$ cat config.mk
export PLATFORM = sky130hd
export DESIGN_NAME = pmc_io_regs_flat
export DESIGN_NICKNAME = d
export VERILOG_FILES = /design/src/rtl/pmc_io_regs_if.sv /design/src/rtl/pmc_io_regs.sv /design/src/flat_wrapper.sv
export SDC_FILE = /design/constraint.sdc
export NUM_CORES = 1
export LEC_CHECK = 0
export CORE_MARGIN = 8
export CORE_UTILIZATION = 40
export CTS_CLUSTER_SIZE = 24
export DETAILED_ROUTE_END_ITERATION = 10
export DONT_BUFFER_PORTS = 1
export PLACE_DENSITY = 0.59
export RECOVER_POWER = 50
export SLEW_MARGIN = 10
export SYNTH_ARGS = -nofsm -noshare
export SYNTH_HDL_FRONTEND = slang
export SYNTH_SLANG_ARGS = --single-unit
$ cat constraint.sdc
create_clock -name clk -period 3.7 [get_ports clk]
set_input_delay 0.37 -clock clk [delete_from_list [all_inputs] [get_ports clk]]
set_output_delay 0.37 -clock clk [all_outputs]
set_load 0.005 [all_outputs]
$ cat src/rtl/pmc_io_regs_if.sv
// Ibex-style data bus used for register access to the PMC I/O block.
interface ibex_data_bus;
   logic        req;
   logic        gnt;
   logic        rvalid;
   logic        we;
   logic [3:0]  be;
   logic [31:0] addr;
   logic [31:0] wdata;
   logic [31:0] rdata;
   logic        err;

   modport slave  (input  req, we, be, addr, wdata, output gnt, rvalid, rdata, err);
   modport master (output req, we, be, addr, wdata, input  gnt, rvalid, rdata, err);
endinterface

$ cat src/rtl/pmc_io_regs.sv
// Pixel-matrix controller register file with a capture FIFO of pm_dout samples.
// Optional capture counter enabled by defining PMC_IO_REGS_CAPTURE_CNT_EN.
module pmc_io_regs #(
   parameter int unsigned NW    = 2,
   parameter int unsigned DEPTH = 4
) (
   input  logic              clk,
   input  logic              rst_n,
   ibex_data_bus.slave       data_bus,
   output logic [32*NW-1:0]  pm_din,
   input  logic [32*NW-1:0]  pm_dout,
   input  logic              cap_strobe,
   input  logic              waitt,
   output logic              pmcc_rst_n,
   output logic              pmcc_trg
);
   localparam int unsigned PW = $clog2(DEPTH);
   localparam int unsigned LW = $clog2(DEPTH) + 1;

   logic [7:0]        off;
   logic              rd_acc, wr_acc, cr_wr;
   logic              en_q, trg_q, rst_q, clr_ovf_q, cap_sw_q, flush_q;
   logic [31:0]       din_q [NW];
   logic              waitt_q, strobe_q, ovf_q;
   logic [LW-1:0]     level_q, level_d;
   logic [PW-1:0]     wr_ptr_q, rd_ptr_q;
   logic [32*NW-1:0]  mem [DEPTH];
   logic              rvalid_q;
   logic [31:0]       rdata_q, rdata_d, sr, cnt_rd;
   logic              empty, full, cap_evt, pop, push_ok, ovf_set;
   logic              unused_bits;

   assign off    = data_bus.addr[9:2];
   assign rd_acc = data_bus.req & ~data_bus.we;
   assign wr_acc = data_bus.req & data_bus.we;
   assign cr_wr  = wr_acc & (off == 8'h00);

   assign data_bus.gnt    = data_bus.req;
   assign data_bus.rvalid = rvalid_q;
   assign data_bus.rdata  = rdata_q;
   assign data_bus.err    = 1'b0;
   assign unused_bits     = ^{data_bus.be, data_bus.addr[31:10], data_bus.addr[1:0]};

   assign pmcc_rst_n = en_q & ~rst_q;
   assign pmcc_trg   = trg_q;

   assign empty   = (level_q == '0);
   assign full    = (level_q == LW'(DEPTH));
   // Strobe edge and software capture in the same cycle collapse into one push.
   assign cap_evt = (cap_strobe & ~strobe_q) | cap_sw_q;
   assign pop     = rd_acc & (off == 8'h20 + 8'(NW - 1)) & ~empty;
   assign push_ok = cap_evt & (~full | pop);
   assign ovf_set = cap_evt & full & ~pop & ~flush_q;

   always_comb begin
      pm_din = '0;
      for (int unsigned k = 0; k < NW; k++) pm_din[32*k +: 32] = din_q[k];
   end

   always_comb begin
      level_d = level_q;
      if (push_ok && !pop)      level_d = level_q + LW'(1);
      else if (pop && !push_ok) level_d = level_q - LW'(1);
   end

   always_comb begin
      sr            = '0;
      sr[0]         = waitt_q;
      sr[1]         = empty;
      sr[2]         = full;
      sr[3]         = ovf_q;
      sr[8 +: LW]   = level_q;
   end

`ifdef PMC_IO_REGS_CAPTURE_CNT_EN
   logic [31:0] cnt_q;
   always_ff @(posedge clk or negedge rst_n) begin
      if (!rst_n)       cnt_q <= '0;
      else if (flush_q) cnt_q <= '0;
      else if (push_ok) cnt_q <= cnt_q + 32'd1;
   end
   assign cnt_rd = cnt_q;
`else
   assign cnt_rd = '0;
`endif

   always_comb begin
      rdata_d = '0;
      case (off)
         8'h00:   rdata_d = {26'b0, flush_q, cap_sw_q, clr_ovf_q, rst_q, trg_q, en_q};
         8'h01:   rdata_d = sr;
         8'h02:   rdata_d = cnt_rd;
         default: rdata_d = '0;
      endcase
      for (int unsigned k = 0; k < NW; k++) begin
         if (off == 8'(16 + k)) rdata_d = din_q[k];
         if (off == 8'(32 + k) && !empty) rdata_d = mem[rd_ptr_q][32*k +: 32];
      end
   end

   always_ff @(posedge clk or negedge rst_n) begin
      if (!rst_n) begin
         en_q      <= 1'b0;
         trg_q     <= 1'b0;
         rst_q     <= 1'b0;
         clr_ovf_q <= 1'b0;
         cap_sw_q  <= 1'b0;
         flush_q   <= 1'b0;
         for (int unsigned k = 0; k < NW; k++) din_q[k] <= '0;
         waitt_q   <= 1'b0;
         strobe_q  <= 1'b0;
         ovf_q     <= 1'b0;
         level_q   <= '0;
         wr_ptr_q  <= '0;
         rd_ptr_q  <= '0;
         rvalid_q  <= 1'b0;
         rdata_q   <= '0;
      end else begin
         if (cr_wr) en_q <= data_bus.wdata[0];
         {flush_q, cap_sw_q, clr_ovf_q, rst_q, trg_q} <= cr_wr ? data_bus.wdata[5:1] : 5'b0;
         for (int unsigned k = 0; k < NW; k++)
            if (wr_acc && off == 8'(16 + k)) din_q[k] <= data_bus.wdata;
         waitt_q  <= waitt;
         strobe_q <= cap_strobe;
         if (ovf_set)        ovf_q <= 1'b1;
         else if (clr_ovf_q) ovf_q <= 1'b0;
         if (flush_q) begin
            level_q  <= '0;
            wr_ptr_q <= '0;
            rd_ptr_q <= '0;
         end else begin
            level_q <= level_d;
            if (push_ok) wr_ptr_q <= wr_ptr_q + PW'(1);
            if (pop)     rd_ptr_q <= rd_ptr_q + PW'(1);
         end
         rvalid_q <= data_bus.req;
         rdata_q  <= rd_acc ? rdata_d : '0;
      end
   end

   // When full, push and pop share a slot: the head is read before it is overwritten.
   always_ff @(posedge clk) begin
      if (push_ok && !flush_q) mem[wr_ptr_q] <= pm_dout;
   end
endmodule

$ cat src/flat_wrapper.sv
// flat-port wrapper written by rule: the top's interface ports become plain ports
module pmc_io_regs_flat 
#(
   parameter int unsigned NW    = 2,
   parameter int unsigned DEPTH = 4
)
  (clk, rst_n, pm_din, pm_dout, cap_strobe, waitt, pmcc_rst_n, pmcc_trg, data_bus_req, data_bus_we, data_bus_be, data_bus_addr, data_bus_wdata, data_bus_gnt, data_bus_rvalid, data_bus_rdata, data_bus_err);
  ibex_data_bus data_bus_i ();
  input  logic clk;
  input  logic rst_n;
  output logic [32*NW-1:0] pm_din;
  input  logic [32*NW-1:0] pm_dout;
  input  logic cap_strobe;
  input  logic waitt;
  output logic pmcc_rst_n;
  output logic pmcc_trg;
  input wire logic [$bits(data_bus_i.req)-1:0] data_bus_req;
  input wire logic [$bits(data_bus_i.we)-1:0] data_bus_we;
  input wire logic [$bits(data_bus_i.be)-1:0] data_bus_be;
  input wire logic [$bits(data_bus_i.addr)-1:0] data_bus_addr;
  input wire logic [$bits(data_bus_i.wdata)-1:0] data_bus_wdata;
  output wire logic [$bits(data_bus_i.gnt)-1:0] data_bus_gnt;
  output wire logic [$bits(data_bus_i.rvalid)-1:0] data_bus_rvalid;
  output wire logic [$bits(data_bus_i.rdata)-1:0] data_bus_rdata;
  output wire logic [$bits(data_bus_i.err)-1:0] data_bus_err;
  assign data_bus_i.req = data_bus_req;
  assign data_bus_i.we = data_bus_we;
  assign data_bus_i.be = data_bus_be;
  assign data_bus_i.addr = data_bus_addr;
  assign data_bus_i.wdata = data_bus_wdata;
  assign data_bus_gnt = data_bus_i.gnt;
  assign data_bus_rvalid = data_bus_i.rvalid;
  assign data_bus_rdata = data_bus_i.rdata;
  assign data_bus_err = data_bus_i.err;
  pmc_io_regs #(.NW(NW), .DEPTH(DEPTH)) u_core (.clk(clk), .rst_n(rst_n), .data_bus(data_bus_i), .pm_din(pm_din), .pm_dout(pm_dout), .cap_strobe(cap_strobe), .waitt(waitt), .pmcc_rst_n(pmcc_rst_n), .pmcc_trg(pmcc_trg));
endmodule
==> key figures, run 1 <==
Logic synthesis
  – Post-synth EDFFs: 256
  – Post-synthesis instance total: 782
  – Sequential area share after synthesis: 72.13%
  – Synth area leaders: edfxtp_1, dfrtp_1, mux4_2
  – Net Count, Synth: roughly 930
  – Synth Flop Type: edfxtp_1
  – Synth area leader: edfxtp_1
  – Average cell area after synthesis: 18.64 µm²
  – Flops & latches, synth: around 370
  – Count leader, synth: edfxtp_1
  – Post-synth top cells: edfxtp_1, dfrtp_1, mux4_2
  – Yosys cell types: 49
  – Mapped Area: approximately 0.015 mm²
  – Top-area cell type share of the netlist area: 52.73%
  – Async SR Flop Fraction: 30.62%
  – Yosys Warn Count: 0

Floorplanning
  – Row cnt: 70
  – Die Y: 206.9 µm
  – Core Area: 0.03626 mm²
  – Die area: 0.04281 mm²
  – Io pins: 239
  – Starting Density: 40.20%
  – DIE WIDTH: 206.9 µm

Power
  – Leakage power total: 6.372 nW
  – Reg power frac: around half
  – Psw: 2.207 mW
  – Switching share of power: 22.73%
  – VDD IR max: 0.0003643 V
  – Combinational share of power: 8.2%
  – Clock power share: approximately two fifths
  – P_int: 7.504 mW
  – Pwr Density: between 500 and 600 mW/mm²

Route
  – DRC violation total after the first TritonRoute iteration: 597
  – DRC viols: 0
  – Average wire per standard cell: 26.21 µm
  – Via count: slightly below 8000
  – Drt first pass iters: 5
  – Final wirelength: 36580 µm
  – Vias/cell: 5.642
  – ANT nets after route: 0

Placement
  – Placed instance count: approximately 1200
  – Port-buffer cells: 0
  – Hpwl dp: 22760 µm
  – Post-Place Worst Slack: between 0.8 and 0.9 ns
  – Gpl congestion: roughly 0.74

STA
  – Min Tclk post-route: 2.625 ns
  – Final hold vios: 0
  – Fmax: between 0.3 and 0.4 GHz
  – Setup TNS Final: 0 ns
  – Clk_skew: 0.01417 ns
  – RSZ-0062 raised after global routing: false
  – Worst-Margin Slew: roughly 1.0 ns
  – Min Hold Slack: between 0.2 and 0.25 ns
  – Final Worst Setup Slack: 1.075 ns
  – Fin. max-slew vios: 0
  – Final setup fails: 0
  – Rel. slew slack: between 30% and 40%
  – Tcrit/Tclk final: a little under three quarters

Global route
  – Vias in the first global route: 8355
  – Largest net degree at the start of global routing: 114
  – First-pass GRT wire length: 54630 µm
  – Overall routing resource usage: between 15 and 20%
  – Antenna violations before repair: 4
  – GR Overflow Total: 0

Clocking
  – TritonCTS clock tree: yes
  – Clock Pin Slew Worst Setup and Hold Paths: about 0.060 ns
  – Max Root-Sink Buffers: 3
  – Clock Latency Late Sink: roughly 0.54 ns
  – CTS HTree Levels: 2
  – Clock Tree Root: clkbuf_16
  – Clock tree sinks: ~370
  – Num CTS Buffers: ~40
  – Post-CTS setup buffer count: 0

Layout
  – Fillers: approximately 3100
  – Share of layout cells above drive strength 1: 25.27%
  – Area growth syn-to-layout: 20.31%
  – Net count, final: about 1000
  – Non-Filler Instances: around 1400

Worst hold path
  – Min-delay worst type: input pin to flip-flop

Worst setup path
  – Worst-path fanout max: 5
  – Critical path type: flip-flop to flip-flop
  – Slowest CP cell: or3_1
  – Delay-heaviest family, CP: simple AND/OR/NAND/NOR gates
  – Startpoint Class: flip-flop
  – Worst path max stage delay: 0.46 ns
  – Required time worst endpoint: 4.16 ns
  – Most frequent CP cell: or3_1
  – Crit end category: flip-flop
  – Buffers & Inverters on Critical Path: 0
  – Critical path cell sequence: or3_1 > nand4_1 > a21oi_2 > ha_1 > fa_1 > xnor2_1 > or3_1 > a21oi_1
  – CP Data Arrival Time: between 3 and 4 ns

Job
  – Max cap viols: 0

Outcome
  – Outcome: completed
[layout by cell type, fill, tap and decap left out, drive strengths merged, types with 2 or more instances in the layout]
| cell type | synthesis | final |
|---|---|---|
| edfxtp | 256 | 256 |
| dfrtp | 113 | 113 |
| dlygate4sd3 | 0 | 100 |
| mux2 | 67 | 67 |
| mux4 | 64 | 64 |
| clkbuf | 24 | 58 |
| a21oi | 46 | 46 |
| a22oi | 27 | 27 |
| o22ai | 24 | 24 |
| o211a | 24 | 24 |
| buf | 28 | 20 |
| nor2 | 17 | 17 |
| and2 | 13 | 13 |
| clkinv | 0 | 12 |
| nand2 | 11 | 11 |
| o21ai | 10 | 10 |
| inv | 6 | 9 |
| o221a | 7 | 7 |
| ha | 5 | 5 |
| o21a | 4 | 4 |
| o31ai | 3 | 3 |
| xor2 | 3 | 3 |
| nor4b | 3 | 3 |
| nor2b | 3 | 3 |
| nor3 | 3 | 3 |
| diode | 0 | 2 |
| or3 | 2 | 2 |
| nand4 | 2 | 2 |
| xnor2 | 2 | 2 |
| bufinv | 0 | 2 |
| or4 | 2 | 2 |
| or4b | 2 | 2 |
| nor4 | 2 | 2 |
[cell type report]
| class | instances | area, µm² | area share (%) |
|---|---|---|---|
| repair buffers | 120 | 1271 | 7.248 |
| flip-flops and latches | 369 | 10520 | 60.00 |
| inverters | 6 | 22.52 | 0.1284 |
| multi-input cells | 355 | 3795 | 21.64 |
| clock inverters | 18 | 162.7 | 0.9274 |
| clock buffers | 58 | 1174 | 6.692 |
| diodes | 2 | 5.005 | 0.02854 |
| well taps | 468 | 585.6 | 3.339 |
[stage by stage]
step / utilization (%) / cell area (µm²) / power (mW)
after floorplan: - / 14580 / 5.417
after global placement: 41.83 / 15170 / 5.644
after detailed placement: 41.83 / 15170 / 5.669
after CTS: 48.35 / 17530 / 9.837
after global routing: 48.37 / 17540 / 10.07
final: 48.37 / 17540 / 9.711
[registers in the layout, indices dropped and copies added, names as in the netlist]
signal / flops
u_core.data_bus.rdata: 32
u_core.waitt_q: 1
u_core.strobe_q: 1
u_core.cap_sw_q: 1
u_core.data_bus.rvalid: 1
u_core.mem: 256
u_core.pmcc_trg: 1
u_core.flush_q: 1
u_core.rst_q: 1
u_core.wr_ptr_q: 2
u_core.pm_din: 64
u_core.en_q: 1
u_core.ovf_q: 1
u_core.rd_ptr_q: 2
u_core.level_q: 3
u_core.clr_ovf_q: 1
[tightest hold or removal path, cell delays in order]
cell     delay [ns]
a21oi_1        0.09
nor2_1         0.09
nand3_1        0.10
o21ai_0        0.08
[cells by family after synthesis]
group,Yosys count,synth area share [%]
DFF,369,72.13
xor gates and xnor gates,5,0.3005
muxes,132,15.13
buffers and inverters,58,2.017
adders and majority gates,6,0.5665
other,1,0.02572
AOI/OAI and AO/OA,149,7.167
and+or+nand+nor,62,2.661
[metal layers]
layer,wire [µm],global-route usage [%],vias to the layer above,share of wire (%)
met5,27,0,-,0.074
met3,2500,4.479,53,6.8
met2,17990,27.87,269,49
met1,15430,22.60,4170,42
li1,-,-,3380,-
met4,642,5.154,4,1.8
[worst paths after layout]
check                                   from                  to  slack (ns)  cells after the start
max                        u_core.level_q[1]   u_core.level_q[2]        1.08                      8
min reg2reg                 u_core.clr_ovf_q        u_core.ovf_q        0.45                      1
max reg2reg                u_core.level_q[1]   u_core.level_q[2]        1.08                      8
min                               cap_strobe        u_core.ovf_q        0.23                      4
max in group asynchronous              rst_n  u_core.rd_ptr_q[1]        2.75                      2
min in group asynchronous              rst_n    u_core.pm_din[6]        0.41                      2
[power by group through the flow]
| stage | Sequential [mW] | Clock [mW] | Combinational, mW |
|---|---|---|---|
| finish | 4.92 | 3.99 | 0.801 |
| global route | 4.95 | 4.23 | 0.885 |
| CTS | 4.92 | 4.09 | 0.821 |
| detailed placement | 5.01 | 0 | 0.662 |
| global placement | 4.99 | 0 | 0.652 |
| floorplan | 4.98 | 0 | 0.441 |
[what timing repair did]
| action | in CTS | in global routing |
|---|---|---|
| resized for setup | 0 | 0 |
| hold endpoints to repair | 442 | 0 |
| hold buffers | 101 | 0 |
| endpoints found under the setup margin | 0 | 0 |
(Power assumes the default switching activity.)
==> run 2: changes to the inputs <==
==> constraint.sdc (replaced) <==
create_clock -name clk -period 2.6 [get_ports clk]
set_input_delay 0.26 -clock clk [delete_from_list [all_inputs] [get_ports clk]]
set_output_delay 0.26 -clock clk [all_outputs]
set_load 0.005 [all_outputs]
==> run 2 against run 1 <==
Net effect: the run now ends with hold timing left; register-to-register slack got worse by 0.87 ns; clock skew rose by 0.0011 ns; setup slack got worse by 0.87 ns; combinational power rose by 42%; die area did not move; first-iteration DRC count fell by 20%; clock-buffer cell count fell by 6; sequential power rose by 42%.
==> key figures, run 2 (synthesis gave the netlist of run 1 again) <==
Outcome
  – Outcome: finished, violations left
  – Failing checks: hold timing

Worst setup path
  – Worst-path fanout max: 5 (unchanged)
  – Most frequent CP cell: or3_1
  – Required time worst endpoint: 3.06 ns (-1.10 ns)
  – Startpoint Class: flip-flop
  – Delay-heaviest family, CP: simple AND/OR/NAND/NOR gates
  – CP Data Arrival Time: 2.85 ns (-0.23 ns)
  – Critical path cell sequence: or3_1 > nand4_1 > a21oi_2 > ha_1 > fa_1 > xnor2_1 > or3_1 > a21oi_1
  – Worst setup path startpoint: u_core.level_q[1]
  – Slowest CP cell: or3_1
  – Worst path max stage delay: 0.45 ns (about the same)
  – Critical path type: flip-flop to flip-flop
  – FF-to-FF Start: u_core.level_q[1]
  – Crit end category: flip-flop
  – Buffers & Inverters on Critical Path: 0 (unchanged)

Placement
  – Gpl congestion: 0.7743 (+4.3%)
  – Post-Place Worst Slack: 0.2222 ns (-0.6250 ns)
  – Port-buffer cells: 0 (unchanged)
  – Hpwl dp: 23050 µm (+1.3%)

STA
  – Final Worst Setup Slack: 0.2017 ns (-0.8737 ns)
  – Fin. max-slew vios: 0 (unchanged)
  – Min Hold Slack: -0.5729 ns (-0.8004 ns)
  – Fmax: 0.4170 GHz (+9.4%)
  – Setup TNS Final: 0 ns (unchanged)
  – Worst-Margin Slew: 0.7209 ns (-0.3237 ns)
  – Min Tclk post-route: 2.398 ns (-0.2263 ns)
  – Rel. slew slack: 51.94% (+22 points)
  – RSZ-0062 raised after global routing: false
  – Final setup fails: 0 (unchanged)
  – Final hold vios: 113 (+113)
  – Clk_skew: 0.01528 ns (+0.001110 ns)
  – Tcrit/Tclk final: 92.24% (+21 points)

Floorplanning
  – DIE WIDTH: 206.9 µm (unchanged)
  – Core Area: 0.03626 mm² (unchanged)
  – Row cnt: 70 (unchanged)
  – Io pins: 239 (unchanged)
  – Die area: 0.04281 mm² (unchanged)
  – Die Y: 206.9 µm (unchanged)
  – Starting Density: 40.20% (unchanged)

Layout
  – Multi-input gate area: 0.003795 mm² (unchanged)
  – Register name with the most flops: u_core.mem
  – Area growth syn-to-layout: 21.47%
  – Register area: 0.01052 mm² (unchanged)
  – Net count, final: 1054 (+1.6%)
  – Diode count: 0 (-2)
  – Fillers: 3017 (-2.0%)
  – Max FFs per register: 256 (unchanged)
  – Commonest non-fill, non-tap cells in the layout: edfxtp_1, dfrtp_1, dlygate4sd3_1
  – Share of layout cells above drive strength 1: 26.57% (+1.3 points)
  – Commonest non-fill, non-tap cell in the layout: edfxtp_1

Clocking
  – Num CTS Buffers: 39 (-4.9%)
  – CTS Hold Buffers Added: 99 (-2.0%)
  – Clock Pin Slew Worst Setup and Hold Paths: 0.06 ns (about the same)
  – Clock Tree Root: clkbuf_16
  – Clock Latency Late Sink: 0.53 ns (about the same)
  – Post-CTS setup buffer count: 0 (unchanged)
  – TritonCTS clock tree: yes
  – Max Root-Sink Buffers: 3 (unchanged)
  – Clock tree sinks: 369 (unchanged)
  – Post-CTS Resized: 0 (unchanged)
  – CTS HTree Levels: 2 (unchanged)

Route
  – Drt first pass iters: 6 (+1)
  – ANT nets after route: 0 (unchanged)
  – DRC violation total after the first TritonRoute iteration: 476 (-20%)
  – DRC viols: 0 (unchanged)
  – Final wirelength: 36250 µm (-0.91%)
  – Vias/cell: 5.567 (-1.3%)
  – Average wire per standard cell: 25.73 µm (-1.8%)
  – Via count: 7844 (-0.41%)

Global route
  – Antenna violations before repair: 4 (unchanged)
  – Overall routing resource usage: 16.99% (-0.20 points)
  – GR Overflow Total: 0 (unchanged)
  – First-pass GRT wire length: 53960 µm (-1.2%)
  – Vias in the first global route: 8258 (-1.2%)
  – Largest net degree at the start of global routing: 114 (unchanged)

Worst hold path
  – Min-delay worst type: input pin to async pin

Job
  – Max cap viols: 0 (unchanged)

Power
  – VDD IR max: 0.0005256 V (+44%)
  – Leakage power total: 6.474 nW (+1.6%)
  – Pwr Density: 778.1 mW/mm² (+41%)
[run 2: changes by cell type in the layout (fill, tap and decap cells not counted), moves of 4 or more]
cell       delta
clkbuf_16     -4
clkbuf_1      -6
buf_12        +6
buf_4        +15
clkbuf_8      +4
clkinv_1      +5
[run 2: area by class of cell]
class / instances / share of cell area [%]
well taps: 468 / 3.307
multi-input cells: 355 / 21.43
flip-flops and latches: 369 / 59.42
clock buffers: 52 / 6.246
clock inverters: 20 / 1.187
repair buffers: 139 / 8.281
inverters: 6 / 0.1272
[run 2: metal layers]
layer  GRT usage, %  wire length (µm)  vias up
li1               -                 -     3412
met1          22.43             15440     4108
met2          27.99             17830      260
met3          3.699              2175       58
met4          5.154               767        6
met5              0                34        -
[run 2: path summary, 6_finish.rpt]
path / end / slack, ns / depth (start not counted)
min: u_core.data_bus.rdata[6] / -0.57 / 0
min in group clk: u_core.ovf_q / 0.11 / 4
max: u_core.level_q[2] / 0.20 / 8
max in group asynchronous: u_core.data_bus.rdata[27] / 3.02 / 0
max reg2reg: u_core.level_q[2] / 0.20 / 8
min reg2reg: u_core.ovf_q / 0.45 / 1
[run 2: power breakdown]
part           internal (mW)  switching, mW  total, mW
clock                   3.39           2.25       5.64
sequential              6.83          0.164       7.00
combinational          0.510          0.633       1.14
total                   10.7           3.04       13.8
[run 2: worst reg2reg max path: stages (launching register included)]
cell     delay [ns]
dfrtp_1        0.42
or3_1          0.45
nand4_1        0.15
a21oi_2        0.08
ha_1           0.24
fa_1           0.39
xnor2_1        0.15
or3_1          0.30
a21oi_1        0.15
[run 2: stage by stage]
step,cell area [µm²],util (%),power (mW),cells,hold WS [ns]
floorplan,14580,-,7.694,782,-0.03559
global placement,15400,42.47,8.093,1238,-0.03276
detailed placement,15400,42.47,8.113,1238,-0.03230
CTS,17710,48.84,13.98,1409,-0.6158
global route,17710,48.84,14.30,1409,-0.6070
finish,17710,48.84,13.78,1409,-0.5729
